===== src/rtl/alu_rs.sv =====
// alu_rs: ALU reservation station; holds instructions until operands arrive, dispatches one per cycle.
// Optional macro RS_LSB_CDB_EN adds a second (load/store buffer) broadcast bus for wakeup.
module alu_rs #(
  parameter int RS_SIZE = 8,
  parameter int RS_SIZE_WIDTH = 3,
  parameter int ROB_SIZE_WIDTH = 4
) (
  input  logic                      clk,
  input  logic                      rst,
  input  logic                      rdy,
  input  logic                      rob_clear,
  input  logic                      issue_valid,
  input  logic [ROB_SIZE_WIDTH-1:0] issue_rob_id,
  input  logic [4:0]                issue_op,
  input  logic [31:0]               issue_v1,
  input  logic [31:0]               issue_v2,
  input  logic                      issue_q1_wait,
  input  logic                      issue_q2_wait,
  input  logic [ROB_SIZE_WIDTH-1:0] issue_q1,
  input  logic [ROB_SIZE_WIDTH-1:0] issue_q2,
  input  logic                      cdb_ready,
  input  logic [ROB_SIZE_WIDTH-1:0] cdb_rob_id,
  input  logic [31:0]               cdb_result,
`ifdef RS_LSB_CDB_EN
  input  logic                      lsb_ready,
  input  logic [ROB_SIZE_WIDTH-1:0] lsb_rob_id,
  input  logic [31:0]               lsb_result,
`endif
  output logic                      rs_full,
  output logic                      alu_valid,
  output logic [ROB_SIZE_WIDTH-1:0] alu_rob_id,
  output logic [4:0]                alu_op,
  output logic [31:0]               alu_v1,
  output logic [31:0]               alu_v2
);
  logic [RS_SIZE-1:0] busy, w1, w2;
  logic [ROB_SIZE_WIDTH-1:0] rid [RS_SIZE];
  logic [ROB_SIZE_WIDTH-1:0] q1 [RS_SIZE];
  logic [ROB_SIZE_WIDTH-1:0] q2 [RS_SIZE];
  logic [4:0] op [RS_SIZE];
  logic [31:0] v1 [RS_SIZE];
  logic [31:0] v2 [RS_SIZE];
  logic [RS_SIZE_WIDTH-1:0] free_idx, sel_idx;
  logic sel_found;

  // Returns {wait, value} after snooping the broadcast bus(es); the ALU CDB has priority.
  function automatic logic [32:0] snoop(input logic w, input logic [ROB_SIZE_WIDTH-1:0] q,
                                        input logic [31:0] v);
`ifdef RS_LSB_CDB_EN
    return (w && cdb_ready && cdb_rob_id == q) ? {1'b0, cdb_result} :
           (w && lsb_ready && lsb_rob_id == q) ? {1'b0, lsb_result} : {w, v};
`else
    return (w && cdb_ready && cdb_rob_id == q) ? {1'b0, cdb_result} : {w, v};
`endif
  endfunction

  assign rs_full = &busy;

  always_comb begin
    free_idx = '0;
    sel_idx = '0;
    sel_found = 1'b0;
    for (int i = RS_SIZE - 1; i >= 0; i--) begin
      if (!busy[i]) free_idx = RS_SIZE_WIDTH'(i);
      if (busy[i] && !w1[i] && !w2[i]) begin
        sel_idx = RS_SIZE_WIDTH'(i);
        sel_found = 1'b1;
      end
    end
  end

  always_ff @(posedge clk) begin
    if (rst) begin
      busy <= '0;
      alu_valid <= 1'b0;
      alu_rob_id <= '0;
      alu_op <= '0;
      alu_v1 <= '0;
      alu_v2 <= '0;
    end else if (rdy) begin
      if (rob_clear) begin
        busy <= '0;
        alu_valid <= 1'b0;
      end else begin
        for (int i = 0; i < RS_SIZE; i++) begin
          if (busy[i]) begin
            {w1[i], v1[i]} <= snoop(w1[i], q1[i], v1[i]);
            {w2[i], v2[i]} <= snoop(w2[i], q2[i], v2[i]);
          end
        end
        alu_valid <= sel_found;
        if (sel_found) begin
          alu_rob_id <= rid[sel_idx];
          alu_op <= op[sel_idx];
          alu_v1 <= v1[sel_idx];
          alu_v2 <= v2[sel_idx];
          busy[sel_idx] <= 1'b0;
        end
        // Free slot is chosen from pre-edge busy bits, so it never collides with the dispatched one.
        if (issue_valid && !rs_full) begin
          busy[free_idx] <= 1'b1;
          rid[free_idx] <= issue_rob_id;
          op[free_idx] <= issue_op;
          q1[free_idx] <= issue_q1;
          q2[free_idx] <= issue_q2;
          {w1[free_idx], v1[free_idx]} <= snoop(issue_q1_wait, issue_q1, issue_v1);
          {w2[free_idx], v2[free_idx]} <= snoop(issue_q2_wait, issue_q2, issue_v2);
        end
      end
    end
  end
endmodule

===== config.mk =====
export PLATFORM = sky130hd
export DESIGN_NAME = alu_rs
export DESIGN_NICKNAME = d
export VERILOG_FILES = /design/src/rtl/alu_rs.sv
export SDC_FILE = /design/constraint.sdc
export NUM_CORES = 2
export LEC_CHECK = 0
export CELL_PAD_IN_SITES_DETAIL_PLACEMENT = 0
export CELL_PAD_IN_SITES_GLOBAL_PLACEMENT = 1
export CORE_MARGIN = 2
export CORE_UTILIZATION = 52
export DETAILED_ROUTE_END_ITERATION = 6
export PLACE_DENSITY = 0.95
export SYNTH_ARGS = -nofsm -noshare
export SYNTH_HDL_FRONTEND = slang
export SYNTH_SLANG_ARGS = --single-unit
export TNS_END_PERCENT = 10

===== constraint.sdc =====
create_clock -name clk -period 25.3 [get_ports clk]
set_clock_uncertainty 0.05 [all_clocks]
set_input_delay 5.06 -clock clk [delete_from_list [all_inputs] [get_ports clk]]
set_output_delay 5.06 -clock clk [all_outputs]
set_load 0.02 [all_outputs]

After elaboration in Yosys (flattened, before gate mapping)

Memory sizes are Yosys's and may differ from the RTL's. A register that Yosys moved wholly into a read port is not among the register bits.
Cells that the tools add are included.

Flip-flop bits (word level): 601
Bits in latches: 0
RAM bits: 136
Memory bits (read-only): 0
Input bits: 125
Output and inout bits: 75
Word-level logic and storage cells: 336
Memories kept: 4

Add/subtract/negate cells: 0
Multipliers: 0
Divide/modulo/power cells: 0
$lt $le $gt $ge: 7
Equality and inequality tests: 18
Shift operators: 0
Muxes and demuxes: 202
Bitwise operators: 7
Reductions and logical operators: 76

Memory list:

| name | depth | width | rd ports | clocked after Yosys merged registers in | wr ports | line | text |
|---|---|---|---|---|---|---|---|
| op   | 8     | 5     | 1        | 1                                       | 1        | 40   | `logic [4:0] op [RS_SIZE];` |
| q1   | 8     | 4     | 8        | 0                                       | 1        | 38   | `logic [ROB_SIZE_WIDTH-1:0] q1 [RS_SIZE];` |
| q2   | 8     | 4     | 8        | 0                                       | 1        | 39   | `logic [ROB_SIZE_WIDTH-1:0] q2 [RS_SIZE];` |
| rid  | 8     | 4     | 1        | 1                                       | 1        | 37   | `logic [ROB_SIZE_WIDTH-1:0] rid [RS_SIZE];` |

Operator list:

| kind                 | count |
|---|---|
| $mux W32             | 69 |
| $mux W33             | 18 |
| $bwmux W256          | 2 |
| $mux W256            | 2 |
| $bmux W32 S3         | 2 |
| $demux W32 S3        | 1 |
| $mux W1              | 80 |
| $eq A4 B4 Y1         | 18 |
| $mux W8              | 8 |
| $logic_and A1 B1 Y1  | 56 |
| $mux W3              | 16 |
| $logic_not A1 Y1     | 17 |
| $bwmux W8            | 2 |
| $and A8 B8 Y8        | 1 |
| $ge A4 B4 Y1 const B | 2 |
| $lt A3 B4 Y1 const B | 2 |
| $not A3 Y4           | 2 |
| $not A8 Y8           | 1 |
| $or A8 B8 Y8         | 1 |
| $reduce_and A8 Y1    | 1 |
| $demux W1 S3         | 2 |
| $ge A3 B1 Y1 const B | 2 |
| $reduce_and A3 Y1    | 2 |
| $lt A4 B1 Y1 const B | 1 |
| $not A1 Y1           | 2 |

Depth between registers and ports, before layout

Depth after elaboration: 24
Mapped depth: 10
Depth with buffers taken out: 6

Worst setup path after synthesis

Ideal clock, no wire load.

Path type: in2reg
From: input rdy
To: register v1[0] in the netlist's numbering, enable pin
Setup time: 0.875 ns
Arrival: 15.543 ns
Slack: 8.831 ns
Stages: 3
Buffers on the path: 0
Cell sequence: nor2b_1 nand2_1 inv_1

Word-level cells in the longest chain between the ends: 1

RTL lines:

| element                         | line | text |
|---|---|---|
| from (decl)                     | 10   | `input logic rdy,` |
| $reduce_and A3 Y1 (no line)     | n/a  |  |
| to (signal, indexed assignment) | 87   | `{w1[i], v1[i]} <= snoop(w1[i], q1[i], v1[i]);` |
| to (signal, indexed assignment) | 106  | `{w1[free_idx], v1[free_idx]} <= snoop(issue_q1_wait, issue_q1, issue_v1);` |
| to (decl)                       | 41   | `logic [31:0] v1 [RS_SIZE];` |

No other way between the ends.
A chain may end at the register's enable or synchronous reset.

Worst setup path in the final report

From: input rdy
To: register v1[143] in the netlist's numbering, enable pin

The elaborated chain is that of the path after synthesis.

==> results.toml <==
[floorplanning]
io_pins = 200
dieHeight_um = 273
die_x_um = 273
die_area_mm2 = 0.0745
core_area_mm2 = 0.0716
rows = 98
start_util_pct = 52.6

[sta]
post-route-period-util_pct = 34.9
tightest_slew_ns = 1.33
max-slew-margin-rel_pct = 11.1
hold_viol = 0
maxSlewViolCount = 0
setup_violations = 0
setup-tns-final_ns = 0
fmax_mhz = 113
rsz0062_at_grt = "false"
fin_crit_ns = 8.83

[clocking]
cts_resized = 0
cts.sinks = 746
clk_pin_slew_worst_paths_ns = 0.06
cts-root-buf = "clkbuf_16"
hold_buffers = 0
cts_max_path_buffers = 3
insertion_delay_ns = 0.66
cts_tree = "done"
post_cts_buffers = 0
h-tree-depth = 3
cts_made_buffers = 79

[power]
p_sw_uw = 627
p_seq_share_pct = 50.4
p_leak_nw = 15.0
p_per_area_mw_per_mm2 = 63.7
p_clk_share_pct = 44.3
netSwitchingFraction_pct = 23.0
p_comb_share_pct = 5.3
ir_drop_v = 0.0000443
p_int_mw = 2.10

[logic_synthesis]
synth_compound_area_share_pct = 19.6
synth_xor_area_share_pct = 1.61
ys_types = 61
syn_nets = 3825
synth_area_per_cell_um2 = 10.2
ys_seq_area_share_pct = 57.3
ys_async_sr_fraction_pct = 0
synth_fa_ha_area_share_pct = 0
synth_edf_count = 664
synth_top_family_by_area = "compound AO/OA/AOI/OAI gates"
yosys.area_share.simple_pct = 15.8
yosys_warnings = 0
synthCells = 3700
ys_ff_latch = 746
synthFlopType = "edfxtp_1"
synthMuxAreaShare_pct = 0.0598
synth_area_mm2 = 0.0376

[critical_path]
critPathLaunchType = "input port"
path_cells = "clkdlybuf4s50_1, nor2b_1, nand2_1, inv_8, buf_4, buf_4"
cp.required_ns = 25.53
r2r_cells = 8
crit_family = "buffers and inverters"
worstPathMaxFanout = 118
cp_num_buf_inv = 4
path_depth = 6
cp-end-kind = "flop"
cpMaxStageDelayCell = "buf_4"
worstPathArrival_ns = 9.06
path_class = "in2reg"
cpPeakStageDelay_ns = 0.89
crit_top_cell = "buf_4"

[global_route]
grt_pass1_vias = 31900
gr-total-overflow = 0
grt_use_total_pct = 36.1
grt_max_degree = 119
antenna_found_initial = 12
grt_pass1_wl_mm = 202

[routing]
vias_per_cell = 7.03
initialDrtViolationCount = 6040
routed_wl_mm = 137
wl_per_cell_um = 29.1
antenna_left = 0
vias = 33200
drt-pass1-iter-count = 6
route.detailed.drc = 0

[run]
drv_cap = 0

[placement]
gp_congestion = 0.861
hpwlAfterDp_mm = 74.0
dp.cells = 4570
portBuffers = 199

[final_layout]
final_cells = 4722
syn_to_final_growth_pct = 14.0
final_nets = 3826
drive_above_1_share_pct = 9.82
num-fill-cells = 5899

[hold_path]
hold_class = "reg2reg"
hold_depth = 2

[outcome]
status = "finished, final reports clean"
## power groups by stage
stage	sequential, mW	combinational, mW	clock (mW)
2_1_floorplan	1.41	0.0770	0
3_3_place_gp	1.40	0.136	0
3_5_place_dp	1.40	0.139	0
4_1_cts	1.38	0.140	1.21
5_1_grt	1.38	0.153	1.25
6_report	1.38	0.145	1.21
## routing by layer
metal | vias to the layer above | GRT usage, % | routed length (um)
li1 | 13800 | - | -
met1 | 15700 | 47.4 | 47500
met2 | 3102 | 55.0 | 60300
met3 | 558 | 10.8 | 22500
met4 | 12 | 17.1 | 6820
met5 | - | 0.321 | 64
## registers in the layout, indices dropped and copies added, names as in the netlist, 32 cells and up
name    count
v1        256
v2        256
op         40
alu_v1     32
alu_v2     32
q1         32
q2         32
rid        32
## cell type report
type | count | area [um2] | area share (%)
Sequential cell | 746 | 21600 | 50.3
Multi-Input combinational cell | 2423 | 14200 | 33.1
Timing Repair Buffer | 283 | 2620 | 6.11
Clock buffer | 105 | 2210 | 5.14
Tap cell | 950 | 1190 | 2.77
Inverter | 168 | 638 | 1.49
Clock inverter | 41 | 458 | 1.07
Antenna cell | 6 | 15.0 | 0.0350
## cell usage in the layout, fill, tap and decap left out, drive strengths merged, types with 4 or more instances in the layout
cell type,instances
edfxtp,664
nor2,661
o22ai,296
nand2,235
clkdlybuf4s50,199
a21oi,183
inv,175
nand3,140
a221oi,140
nor3,131
a22o,130
clkbuf,105
nand2b,102
o221a,96
buf,84
dfxtp,82
o31ai,66
xor2,51
o21ai,46
clkinv,21
nand4,20
xnor2,18
a221o,15
o211ai,13
nor4,13
or4,9
or2,8
bufinv,7
nor3b,7
diode,6
clkinvlp,6
and2,6
and3,5
nor2b,4
or3b,4
## kinds of logic (layout without fill, tap and decap cells)
group                  count (synthesis)  after routing
flip-flops                           746            746
XOR/XNOR                              69             69
buffers and inverters                531            597
multiplexers                           2              2
other                                  0              6
AO/OA/AOI/OAI                       1002           1002
AND/OR/NAND/NOR                     1350           1350
## tightest hold or removal path: stages (launching register included)
cell     delay [ns]
dfxtp_1        0.33
nand2_1        0.05
o31ai_1        0.05
## cell usage after synthesis, types with 5 or more instances
| library cell | n | share of area [%] |
|---|---|---|
| o221a_2 | 96 | 2.9 |
| a221o_1 | 15 | 0.40 |
| o211ai_1 | 13 | 0.26 |
| edfxtp_1 | 664 | 53 |
| dfxtp_1 | 82 | 4.4 |
| nand3_1 | 140 | 1.9 |
| o31ai_1 | 65 | 1.3 |
| buf_4 | 5 | 0.10 |
| nor4_1 | 12 | 0.20 |
| a221oi_1 | 138 | 3.2 |
| o21ai_1 | 15 | 0.20 |
| nor3_1 | 131 | 1.7 |
| clkbuf_1 | 244 | 2.4 |
| nand4_1 | 20 | 0.33 |
| or2_2 | 8 | 0.13 |
| xnor2_1 | 18 | 0.42 |
| and3_1 | 5 | 0.083 |
| inv_1 | 168 | 1.7 |
| buf_2 | 55 | 0.73 |
| a22o_1 | 130 | 3.0 |
| buf_6 | 6 | 0.18 |
| o21ai_0 | 31 | 0.41 |
| a21oi_1 | 183 | 2.4 |
| nor2_1 | 661 | 6.6 |
| nand2_1 | 235 | 2.3 |
| buf_1 | 53 | 0.53 |
| xor2_1 | 51 | 1.2 |
| o22ai_1 | 296 | 4.9 |
| nand2b_1 | 102 | 1.7 |
| or4_1 | 9 | 0.18 |
## path summary, 6_finish.rpt
kind | start | endpoint | slack [ns]
min | alu_v2[5] | alu_v2[5] | 0.40
min reg2reg | alu_v2[5] | alu_v2[5] | 0.40
max | rdy | v1[143] | 16.47
max reg2reg | busy[0] | alu_v2[12] | 20.56
## per-stage QoR
step | total power, mW | util (%) | instance area (um2) | setup slack [ns] | hold WS (ns)
finish | 2.73 | 59.9 | 42900 | 16.47 | 0.403
global route | 2.79 | 59.9 | 42900 | 16.34 | 0.430
CTS | 2.72 | 59.9 | 42900 | 16.59 | 0.409
detailed placement | 1.54 | 56.2 | 40200 | 15.93 | 0.394
global placement | 1.54 | 56.2 | 40200 | 15.94 | 0.390
floorplan | 1.49 | - | 37600 | 8.83 | 0.456
(Power assumes the default switching activity.)
